[config.mk]
export PLATFORM = sky130hd
export DESIGN_NAME = iter_divider
export DESIGN_NICKNAME = d
export VERILOG_FILES = /design/src/rtl/iter_divider_pkg.sv /design/src/rtl/iter_divider_div_step.sv /design/src/rtl/iter_divider.sv
export SDC_FILE = /design/constraint.sdc
export NUM_CORES = 1
export LEC_CHECK = 0
export ABC_AREA = 0
export CAP_MARGIN = 20
export CELL_PAD_IN_SITES_DETAIL_PLACEMENT = 0
export CELL_PAD_IN_SITES_GLOBAL_PLACEMENT = 1
export CORE_ASPECT_RATIO = 1.75
export CORE_MARGIN = 1
export CORE_UTILIZATION = 40
export CTS_BUF_LIST = sky130_fd_sc_hd__clkbuf_4 sky130_fd_sc_hd__clkbuf_8
export CTS_CLUSTER_DIAMETER = 60
export DETAILED_ROUTE_END_ITERATION = 6
export GPL_ROUTABILITY_DRIVEN = 1
export PLACE_DENSITY_LB_ADDON = 0.1
export RECOVER_POWER = 100
export SLEW_MARGIN = 20
export SYNTH_ARGS = -nofsm -noshare
export SYNTH_HDL_FRONTEND = slang
export SYNTH_SLANG_ARGS = --single-unit
export TNS_END_PERCENT = 10
[constraint.sdc]
create_clock -name clk -period 3.3 [get_ports clk]
set_input_delay 0.495 -clock clk [delete_from_list [all_inputs] [get_ports clk]]
set_output_delay 0.495 -clock clk [all_outputs]
set_load 0.01 [all_outputs]
[src/rtl/iter_divider_pkg.sv]
// Shared definitions for the iterative divider: FSM encoding, default width
// and the MIPS function codes that select DIV/DIVU.
package iter_divider_pkg;

  localparam int DIV_WIDTH = 32;

  localparam logic [5:0] FUNCT_DIV  = 6'b011010;
  localparam logic [5:0] FUNCT_DIVU = 6'b011011;

  typedef enum logic [1:0] {
    S_IDLE   = 2'd0,
    S_CALC   = 2'd1,
    S_FINISH = 2'd2
  } div_state_e;

endpackage

[src/rtl/iter_divider_div_step.sv]
// One restoring-division step: shift {rem, quo} left and subtract the divisor
// when the shifted partial remainder is large enough.
module div_step #(
  parameter int WIDTH = 32
) (
  input  logic [WIDTH-1:0] rem,
  input  logic [WIDTH-1:0] quo,
  input  logic [WIDTH-1:0] divisor_abs,
  output logic [WIDTH-1:0] rem_next,
  output logic [WIDTH-1:0] quo_next
);

  logic [WIDTH:0]   shifted;
  logic [WIDTH-1:0] trial;
  logic             fits;

  // The comparison uses the full WIDTH+1 bit shifted value. The subtraction result
  // fits in WIDTH bits whenever it is kept, so the low half is enough.
  always_comb begin
    shifted  = {rem, quo[WIDTH-1]};
    fits     = (shifted >= {1'b0, divisor_abs});
    trial    = shifted[WIDTH-1:0] - divisor_abs;
    rem_next = fits ? trial : shifted[WIDTH-1:0];
    quo_next = {quo[WIDTH-2:0], fits};
  end

endmodule

[src/rtl/iter_divider.sv]
// Multicycle restoring divider for the EX stage: one quotient bit per cycle,
// sign fix on completion, and a stall request that holds the pipeline meanwhile.
module iter_divider
  import iter_divider_pkg::*;
#(
  parameter int WIDTH = DIV_WIDTH,
  parameter int CNT_W = 6
) (
  input  logic             clk,
  input  logic             rst_n,
  input  logic             start,
  input  logic             sign,
  input  logic             flush,
  input  logic [WIDTH-1:0] dividend,
  input  logic [WIDTH-1:0] divisor,
  output logic [WIDTH-1:0] q,
  output logic [WIDTH-1:0] r,
  output logic             busy,
  output logic             done,
  output logic             stall
);

  div_state_e state, next_state;

  logic [CNT_W-1:0] cnt;
  logic [WIDTH-1:0] rem_q, quo_q, divisor_abs_q;
  logic             q_neg, r_neg;
  logic [WIDTH-1:0] rem_step, quo_step;
  logic [WIDTH-1:0] dividend_abs, divisor_abs;

  // 0x80000000 negates to itself, which reads correctly as unsigned 2^31.
  assign dividend_abs = (sign && dividend[WIDTH-1]) ? -dividend : dividend;
  assign divisor_abs  = (sign && divisor[WIDTH-1])  ? -divisor  : divisor;

  div_step #(.WIDTH(WIDTH)) u_step (
    .rem         (rem_q),
    .quo         (quo_q),
    .divisor_abs (divisor_abs_q),
    .rem_next    (rem_step),
    .quo_next    (quo_step)
  );

  always_ff @(posedge clk or negedge rst_n) begin
    if (!rst_n) state <= S_IDLE;
    else        state <= next_state;
  end

  always_comb begin
    next_state = state;
    stall      = 1'b0;
    case (state)
      S_IDLE: begin
        if (start && !flush) next_state = S_CALC;
        stall = start && !flush;
      end
      S_CALC: begin
        stall = 1'b1;
        if (flush)                          next_state = S_IDLE;
        else if (cnt == CNT_W'(WIDTH - 1))  next_state = S_FINISH;
      end
      S_FINISH: begin
        stall      = 1'b1;
        next_state = S_IDLE;
      end
      default: next_state = S_IDLE;
    endcase
  end

  // A flush in CALC/FINISH leaves q/r untouched and suppresses done.
  always_ff @(posedge clk or negedge rst_n) begin
    if (!rst_n) begin
      cnt           <= '0;
      rem_q         <= '0;
      quo_q         <= '0;
      divisor_abs_q <= '0;
      q_neg         <= 1'b0;
      r_neg         <= 1'b0;
      q             <= '0;
      r             <= '0;
      busy          <= 1'b0;
      done          <= 1'b0;
    end else begin
      busy <= (next_state != S_IDLE);
      done <= (state == S_FINISH) && !flush;
      case (state)
        S_IDLE: begin
          if (start && !flush) begin
            quo_q         <= dividend_abs;
            divisor_abs_q <= divisor_abs;
            rem_q         <= '0;
            cnt           <= '0;
            q_neg         <= sign && (dividend[WIDTH-1] ^ divisor[WIDTH-1]);
            r_neg         <= sign && dividend[WIDTH-1];
          end
        end
        S_CALC: begin
          if (!flush) begin
            rem_q <= rem_step;
            quo_q <= quo_step;
            cnt   <= cnt + 1'b1;
          end
        end
        S_FINISH: begin
          if (!flush) begin
            q <= q_neg ? -quo_q : quo_q;
            r <= r_neg ? -rem_q : rem_q;
          end
        end
        default: ;
      endcase
    end
  end

endmodule
==> results of run 1 <==
==> sequential cells by signal (all words and copies together) (netlist names) <==
name,count
busy,1
done,1
divisor_abs_q,32
rem_q,32
cnt,6
state,2
q_neg,1
r_neg,1
r,32
quo_q,32
q,32
==> worst max-delay path: cells and delay by family (launching register included) <==
kind	cells	cell delay [ns]
xor+xnor	1	0.20
simple gates	5	2.18
flops	1	0.39
compound gates	2	0.32
==> metal layers <==
layer | global-route usage (%) | vias up | wire (um)
met1 | 23.2 | 4557 | 11700
met2 | 43.6 | 198 | 17200
met5 | 0 | - | 0
li1 | - | 5015 | -
met4 | 10.6 | 0 | 1200
met3 | 3.64 | 64 | 780
==> worst max-delay path by stage <==
| stage | startpoint | to | depth (start not counted) |
|---|---|---|---|
| finish | rem_q[2]$_DFFE_PN0P_ | r[29]$_DFFE_PN0P_ | 8 |
| global route | rem_q[2]$_DFFE_PN0P_ | r[29]$_DFFE_PN0P_ | 8 |
| CTS | rem_q[2]$_DFFE_PN0P_ | r[29]$_DFFE_PN0P_ | 8 |
| detailed placement | rem_q[2]$_DFFE_PN0P_ | r[29]$_DFFE_PN0P_ | 8 |
| global placement | rem_q[2]$_DFFE_PN0P_ | r[29]$_DFFE_PN0P_ | 8 |
| floorplan | rem_q[2]$_DFFE_PN0P_ | r[29]$_DFFE_PN0P_ | 8 |
==> logic make-up after synthesis <==
family | Yosys count
compound gates | 420
simple gates | 411
flops | 172
xor+xnor | 146
buf+inv | 127
fa+ha+maj | 42
mux | 16
==> area by class of cell <==
type,instances,area (um^2)
Antenna cell,1,2.50
Clock buffer,24,312
Clock inverter,7,135
Fill cell,2741,13800
Inverter,59,221
Multi-Input combinational cell,1035,6370
Sequential cell,172,4300
Tap cell,369,462
Timing Repair Buffer,195,1770
==> synth_stat cells, types with 3 or more instances <==
library cell and instances:
o21ai_0 202, nand2_1 199, dfrtp_1 172, xor2_1 98
a21oi_1 79, nor2_1 75, clkbuf_1 61, inv_1 59
xnor2_1 48, ha_1 41, o31ai_1 27, nor3_1 21
nand3_1 20, nor4_1 18, a22oi_1 16, o41ai_1 16
a21o_1 15, mux2i_1 14, or4_1 14, nand4_1 13
a31oi_1 11, or3_1 11, o21ai_1 10, a211oi_1 7
and2_1 7, buf_1 7, nand2b_1 7, o21a_1 7
nor2b_1 6, a32oi_1 5, or2_2 5, and3_1 4
nand4b_1 4, a22o_1 3, o211ai_1 3, o21bai_1 3
==> stage by stage <==
step	hold WS, ns	cells	power [mW]	setup slack [ns]	utilization (%)
floorplan	0.199	1334	6.33	0.213	-
global placement	0.460	1829	7.81	0.0863	48.3
detailed placement	0.469	1829	7.86	0.0306	48.3
CTS	0.488	1861	9.58	0.0135	50.0
global route	0.497	1862	10.2	0.00840	49.7
finish	0.473	1862	9.47	0.0825	49.7
==> power breakdown <==
group | leakage, nW | internal (mW) | switching [mW] | total [mW]
clock | 0.233 | 0.923 | 0.772 | 1.69
combinational | 3.58 | 1.97 | 2.70 | 4.67
sequential | 2.30 | 2.57 | 0.534 | 3.10
total | 6.11 | 5.47 | 4.00 | 9.47
==> repair_timing <==
item	CTS	global route
buffers inserted	0	0
gates resized for setup	0	2
endpoints found under the setup margin	0	3
hold endpoints to repair	60	0
hold buffers	1	0
==> key figures, run 1 <==
Yosys
  – Share of synthesized cell area in and, or, nand and nor gates: 16.9%
  – Post-Synth Adder-Cell Area: 4.79%
  – Synthesized-area fraction occupied by xor and xnor cells: 11.5%
  – Area fraction in compound gates after synthesis: 22.3%
  – Portion of netlist area occupied by mux cells: ~1.5%
  – Largest family of logic cells by synthesized area: compound AO/OA/AOI/OAI gates
  – Average footprint of a synthesized cell: 8.34 um^2
  – Async set-or-reset flop fraction in the synthesized netlist: 100%
  – Post-synth net total: 1445
  – Cell count after synthesis: 1334
  – Synth cell types: 56
  – Prevailing post-synth register cell: dfrtp_1
  – Cell types occupying the most area after synthesis: dfrtp_1 (39%), o21ai_0 (9.1%), xor2_1 (7.7%)
  – Total of flip-flops plus latches after synthesis: 172
  – Total number of yosys warnings: 0
  – Number of enable-type register cells in the synthesized netlist: 0
  – Post-synth top area cell: dfrtp_1
  – Post-synthesis sequential area ratio: 38.7%
  – Synth Cell Area: 11100 um^2
  – Fraction of post-synthesis cell area in the top cell type by area: roughly two fifths

Finish
  – Fraction of final layout cells with drive strength greater than 1: 6.50%
  – Final-stage net count: around 1600
  – Layout Area Growth over Synthesis: 22.1%
  – Most common cell after layout, fill and taps aside: o21ai_0
  – Most used cells in the layout excluding fill and tap cells: o21ai_0 (208), nand2_1 (198), dfrtp_1 (172)
  – Final instance area: 13600 um^2

Routing
  – Post-route ant nets: 0
  – Final routed DRC violation total: 0
  – WL final: about 31000 um
  – Average wire per cell in the routed design: ~17 um
  – Overall via count from detail_route: 9834
  – 1st-pass router iterations: 5
  – Number of violations reported at the end of detailed-routing iteration 0: 407
  – Via-per-instance ratio: 5.28

Critical path
  – Cell with the most instances on the worst path: or4_4
  – Critical register-to-register path startpoint: rem_q[2]$_DFFE_PN0P_
  – Worst Path Max Fanout: 5
  – Slowest cell on crit path: or4_4
  – Register-to-register setup slack: 0.08 ns
  – Critical path data arrival time: 3.59 ns
  – Worst flop-to-flop path endpoint: r[29]$_DFFE_PN0P_
  – Kind of end point of the critical path: flip-flop
  – CP peak stage delay: 0.51 ns
  – CP required: 3.67 ns
  – Logic depth of the worst register-to-register path: 8
  – Element type at the critical path start: flip-flop
  – Critical path cell sequence: or3_4 -> or3_1 -> or4_4 -> or4_4 -> or4_4 -> o41ai_4 -> xor2_1 -> o21ai_1
  – Critical setup path kind: flip-flop to flip-flop

Worst hold path
  – Worst Hold Depth: 2
  – Path type of the worst min-delay path: flip-flop to flip-flop
  – Hold wc startpoint: q[6]$_DFFE_PN0P_
  – Worst Hold End: q[6]$_DFFE_PN0P_

Floorplanning
  – I/O pin total: 136
  – Die Span Y: ~220 um
  – Die ar.: roughly 28000 um^2
  – Num rows: 80
  – Core area: 27300 um^2
  – Horiz. Die Dim: 128 um
  – Starting Density: 40.7%

Timing
  – Final TNS setup: 0 ns
  – Setup repair after global routing missed its margin: false
  – Final setup vio count: 0
  – Maximum frequency from static timing analysis: 0.311 GHz
  – Max-slew violation count: 129
  – Final Hold Viols: 0
  – Clock Skew: 0.0147 ns
  – Slew at the pin closest to its max-slew limit: 1.76 ns
  – Final period utilization: 97.5%
  – Post-route minimum period: approximately 3.2 ns
  – Headroom to the max-slew limit: -17.6%

Power and ir drop
  – Power per cell area: about 700 nW/um^2
  – Static power due to leakage: a little over 6 nW
  – VDD IR-drop max: 0.381 mV

Run
  – Maximum Capacitance Violations: 2

Global routing
  – Overflow left after global routing: 0
  – Overall fraction of global-route tracks in use: 22.7%
  – Largest net degree at the start of global routing: 66
  – Number of antenna violations at the first check in global routing: 1
  – Via count of the first global-routing pass: 9559
  – Wire length of the first global-routing pass: 49500 um

Status
  – Result of the run: finished with violations
  – Violations in the final reports: capacitance limit, slew limit

Clocking
  – Insertion delay to the later sink of the worst-skew pair: approximately 0.50 ns
  – Htree depth: 4
  – CTS Root Cell: clkbuf_8
  – Number of buffers created by CTS: 17
  – Sink count of the clock tree: 172
  – Clock Tree Buf Depth: 2
  – Clock tree from TritonCTS: yes
  – CTS clk-pin slew, worst paths: 0.08 ns

Place
  – Post-DP Area: 13200 um^2
  – Count of input and output buffers: 135
  – DP HPWL: 24600 um
  – Global placement routability congestion: 0.927
(Power assumes the default switching activity.)
==> inputs of run 2 (changes only) <==
--- a/config.mk
+++ b/config.mk
@@ -18,7 +18,8 @@
 export GPL_ROUTABILITY_DRIVEN = 1
 export PLACE_DENSITY_LB_ADDON = 0.1
 export RECOVER_POWER = 100
-export SLEW_MARGIN = 20
+export SKIP_CTS_REPAIR_TIMING = 1
+export SLEW_MARGIN = 25
 export SYNTH_ARGS = -nofsm -noshare
 export SYNTH_HDL_FRONTEND = slang
 export SYNTH_SLANG_ARGS = --single-unit
==> key figures, run 2 (synthesized netlist as in run 1, its figures left out) <==
Global routing
  – Overflow left after global routing: 0
  – Number of antenna violations at the first check in global routing: 1
  – Wire length of the first global-routing pass: between 40000 and 50000 um
  – Overall fraction of global-route tracks in use: between 20% and 30%
  – Via count of the first global-routing pass: 9559
  – Largest net degree at the start of global routing: 66

Routing
  – WL final: 30900 um
  – Post-route ant nets: 0
  – 1st-pass router iterations: 5
  – Via-per-instance ratio: ~5.3
  – Number of violations reported at the end of detailed-routing iteration 0: 407
  – Overall via count from detail_route: 9834
  – Average wire per cell in the routed design: 16.6 um
  – Final routed DRC violation total: 0

Floorplanning
  – Horiz. Die Dim: approximately 130 um
  – Starting Density: 40.7%
  – Num rows: 80
  – Core area: 27300 um^2
  – I/O pin total: 136
  – Die Span Y: 223 um
  – Die ar.: 28500 um^2

Finish
  – Most used cells in the layout excluding fill and tap cells: o21ai_0 (208), nand2_1 (198), dfrtp_1 (172)
  – Final-stage net count: 1591
  – Fraction of final layout cells with drive strength greater than 1: 6.50%
  – Most common cell after layout, fill and taps aside: o21ai_0
  – Final instance area: 13600 um^2
  – Layout Area Growth over Synthesis: 22.1%

Timing
  – Post-route minimum period: 3.22 ns
  – Final TNS setup: 0 ns
  – Clock Skew: 0.0147 ns
  – Maximum frequency from static timing analysis: 0.311 GHz
  – Final period utilization: 97.5%
  – Final Hold Viols: 0
  – Final setup vio count: 0
  – Setup repair after global routing missed its margin: false
  – Slew at the pin closest to its max-slew limit: 1.76 ns
  – Post-Route Hold Slack: 0.473 ns
  – Max-slew violation count: between 100 and 150
  – Headroom to the max-slew limit: -17.6%

Clocking
  – Clock Tree Buf Depth: 2
  – Htree depth: 4
  – CTS clk-pin slew, worst paths: 0.08 ns
  – CTS Root Cell: clkbuf_8
  – Clock tree from TritonCTS: yes
  – Number of buffers created by CTS: 17
  – Insertion delay to the later sink of the worst-skew pair: ~0.50 ns
  – Sink count of the clock tree: ~170

Critical path
  – Kind of end point of the critical path: flip-flop
  – Critical register-to-register path startpoint: rem_q[2]$_DFFE_PN0P_
  – Slowest cell on crit path: or4_4
  – Element type at the critical path start: flip-flop
  – Buffering stage count on the worst path with inverters included: 0
  – Worst Path Max Fanout: 5
  – Logic depth of the worst register-to-register path: 8
  – CP required: between 3 and 4 ns
  – Critical setup path kind: flip-flop to flip-flop
  – Start point of the critical path: rem_q[2]$_DFFE_PN0P_
  – Critical path cell sequence: or3_4 -> or3_1 -> or4_4 -> or4_4 -> or4_4 -> o41ai_4 -> xor2_1 -> o21ai_1
  – CP peak stage delay: about 0.51 ns
  – Stages on the worst setup path: 8
  – Critical path data arrival time: 3.59 ns
  – Largest delay contributor family on the critical path: simple AND/OR/NAND/NOR gates
  – Cell with the most instances on the worst path: or4_4

Status
  – Result of the run: finished with violations
  – Violations in the final reports: capacitance limit, slew limit

Place
  – DP HPWL: 24600 um
  – Post-DP Area: 13200 um^2
  – Count of input and output buffers: 135
  – Global placement routability congestion: 0.927

Worst hold path
  – Hold wc startpoint: q[6]$_DFFE_PN0P_
  – Path type of the worst min-delay path: flip-flop to flip-flop
  – Worst Hold Depth: 2

Run
  – Maximum Capacitance Violations: 2

Power and ir drop
  – Power per cell area: 697 nW/um^2
  – Static power due to leakage: 6.11 nW
  – VDD IR-drop max: 0.381 mV
[run 2: cell counts in the layout (fill, tap and decap cells not counted)]
Identical to the previous run, type by type.
[run 2: where the power goes]
part,leakage [nW],switching [mW],internal (mW)
combinational,3.58,2.70,1.97
clock,0.233,0.772,0.923
sequential,2.30,0.534,2.57
[run 2: layer usage]
metal / vias up / global-route usage, % / share of wire [%]
met3: 64 / 3.64 / 2.5
li1: 5015 / - / -
met2: 198 / 43.6 / 56
met1: 4557 / 23.2 / 38
met4: 0 / 10.6 / 3.9
met5: - / 0 / 0
[run 2: metrics by stage]
step / util [%] / worst slack (ns) / power, mW / cells
floorplan: - / 0.213 / 6.33 / 1334
finish: 49.7 / 0.0825 / 9.47 / 1862
global route: 49.7 / 0.00840 / 10.2 / 1862
global placement: 48.3 / 0.0863 / 7.81 / 1829
CTS: 49.9 / 0.0135 / 9.58 / 1860
detailed placement: 48.3 / 0.0306 / 7.86 / 1829
[run 2: final cells by class]
class / count / area [um^2]
repair buffers: 195 / 1770
clock buffers: 24 / 312
clock inverters: 7 / 135
multi-input cells: 1035 / 6370
fillers: 2741 / 13800
flip-flops and latches: 172 / 4300
diodes: 1 / 2.50
inverters: 59 / 221
well taps: 369 / 462
[run 2: worst reg2reg max path: stages, from the launching register on]
cell and delay (ns):
dfrtp_1 0.39, or3_4 0.39, or3_1 0.33, or4_4 0.51, or4_4 0.46, or4_4 0.49
o41ai_4 0.25, xor2_1 0.20, o21ai_1 0.07
[run 2: final timing paths]
| path | endpoint | slack [ns] |
|---|---|---|
| worst max register to register | r[29]$_DFFE_PN0P_ | 0.08 |
| worst min register to register | q[6]$_DFFE_PN0P_ | 0.47 |
| worst min-delay path | q[6]$_DFFE_PN0P_ | 0.47 |
| worst max-delay path | r[29]$_DFFE_PN0P_ | 0.08 |
| max in group asynchronous | divisor_abs_q[24]$_DFFE_PN0P_ | 0.72 |
| min in group asynchronous | done$_DFF_PN0_ | 0.91 |
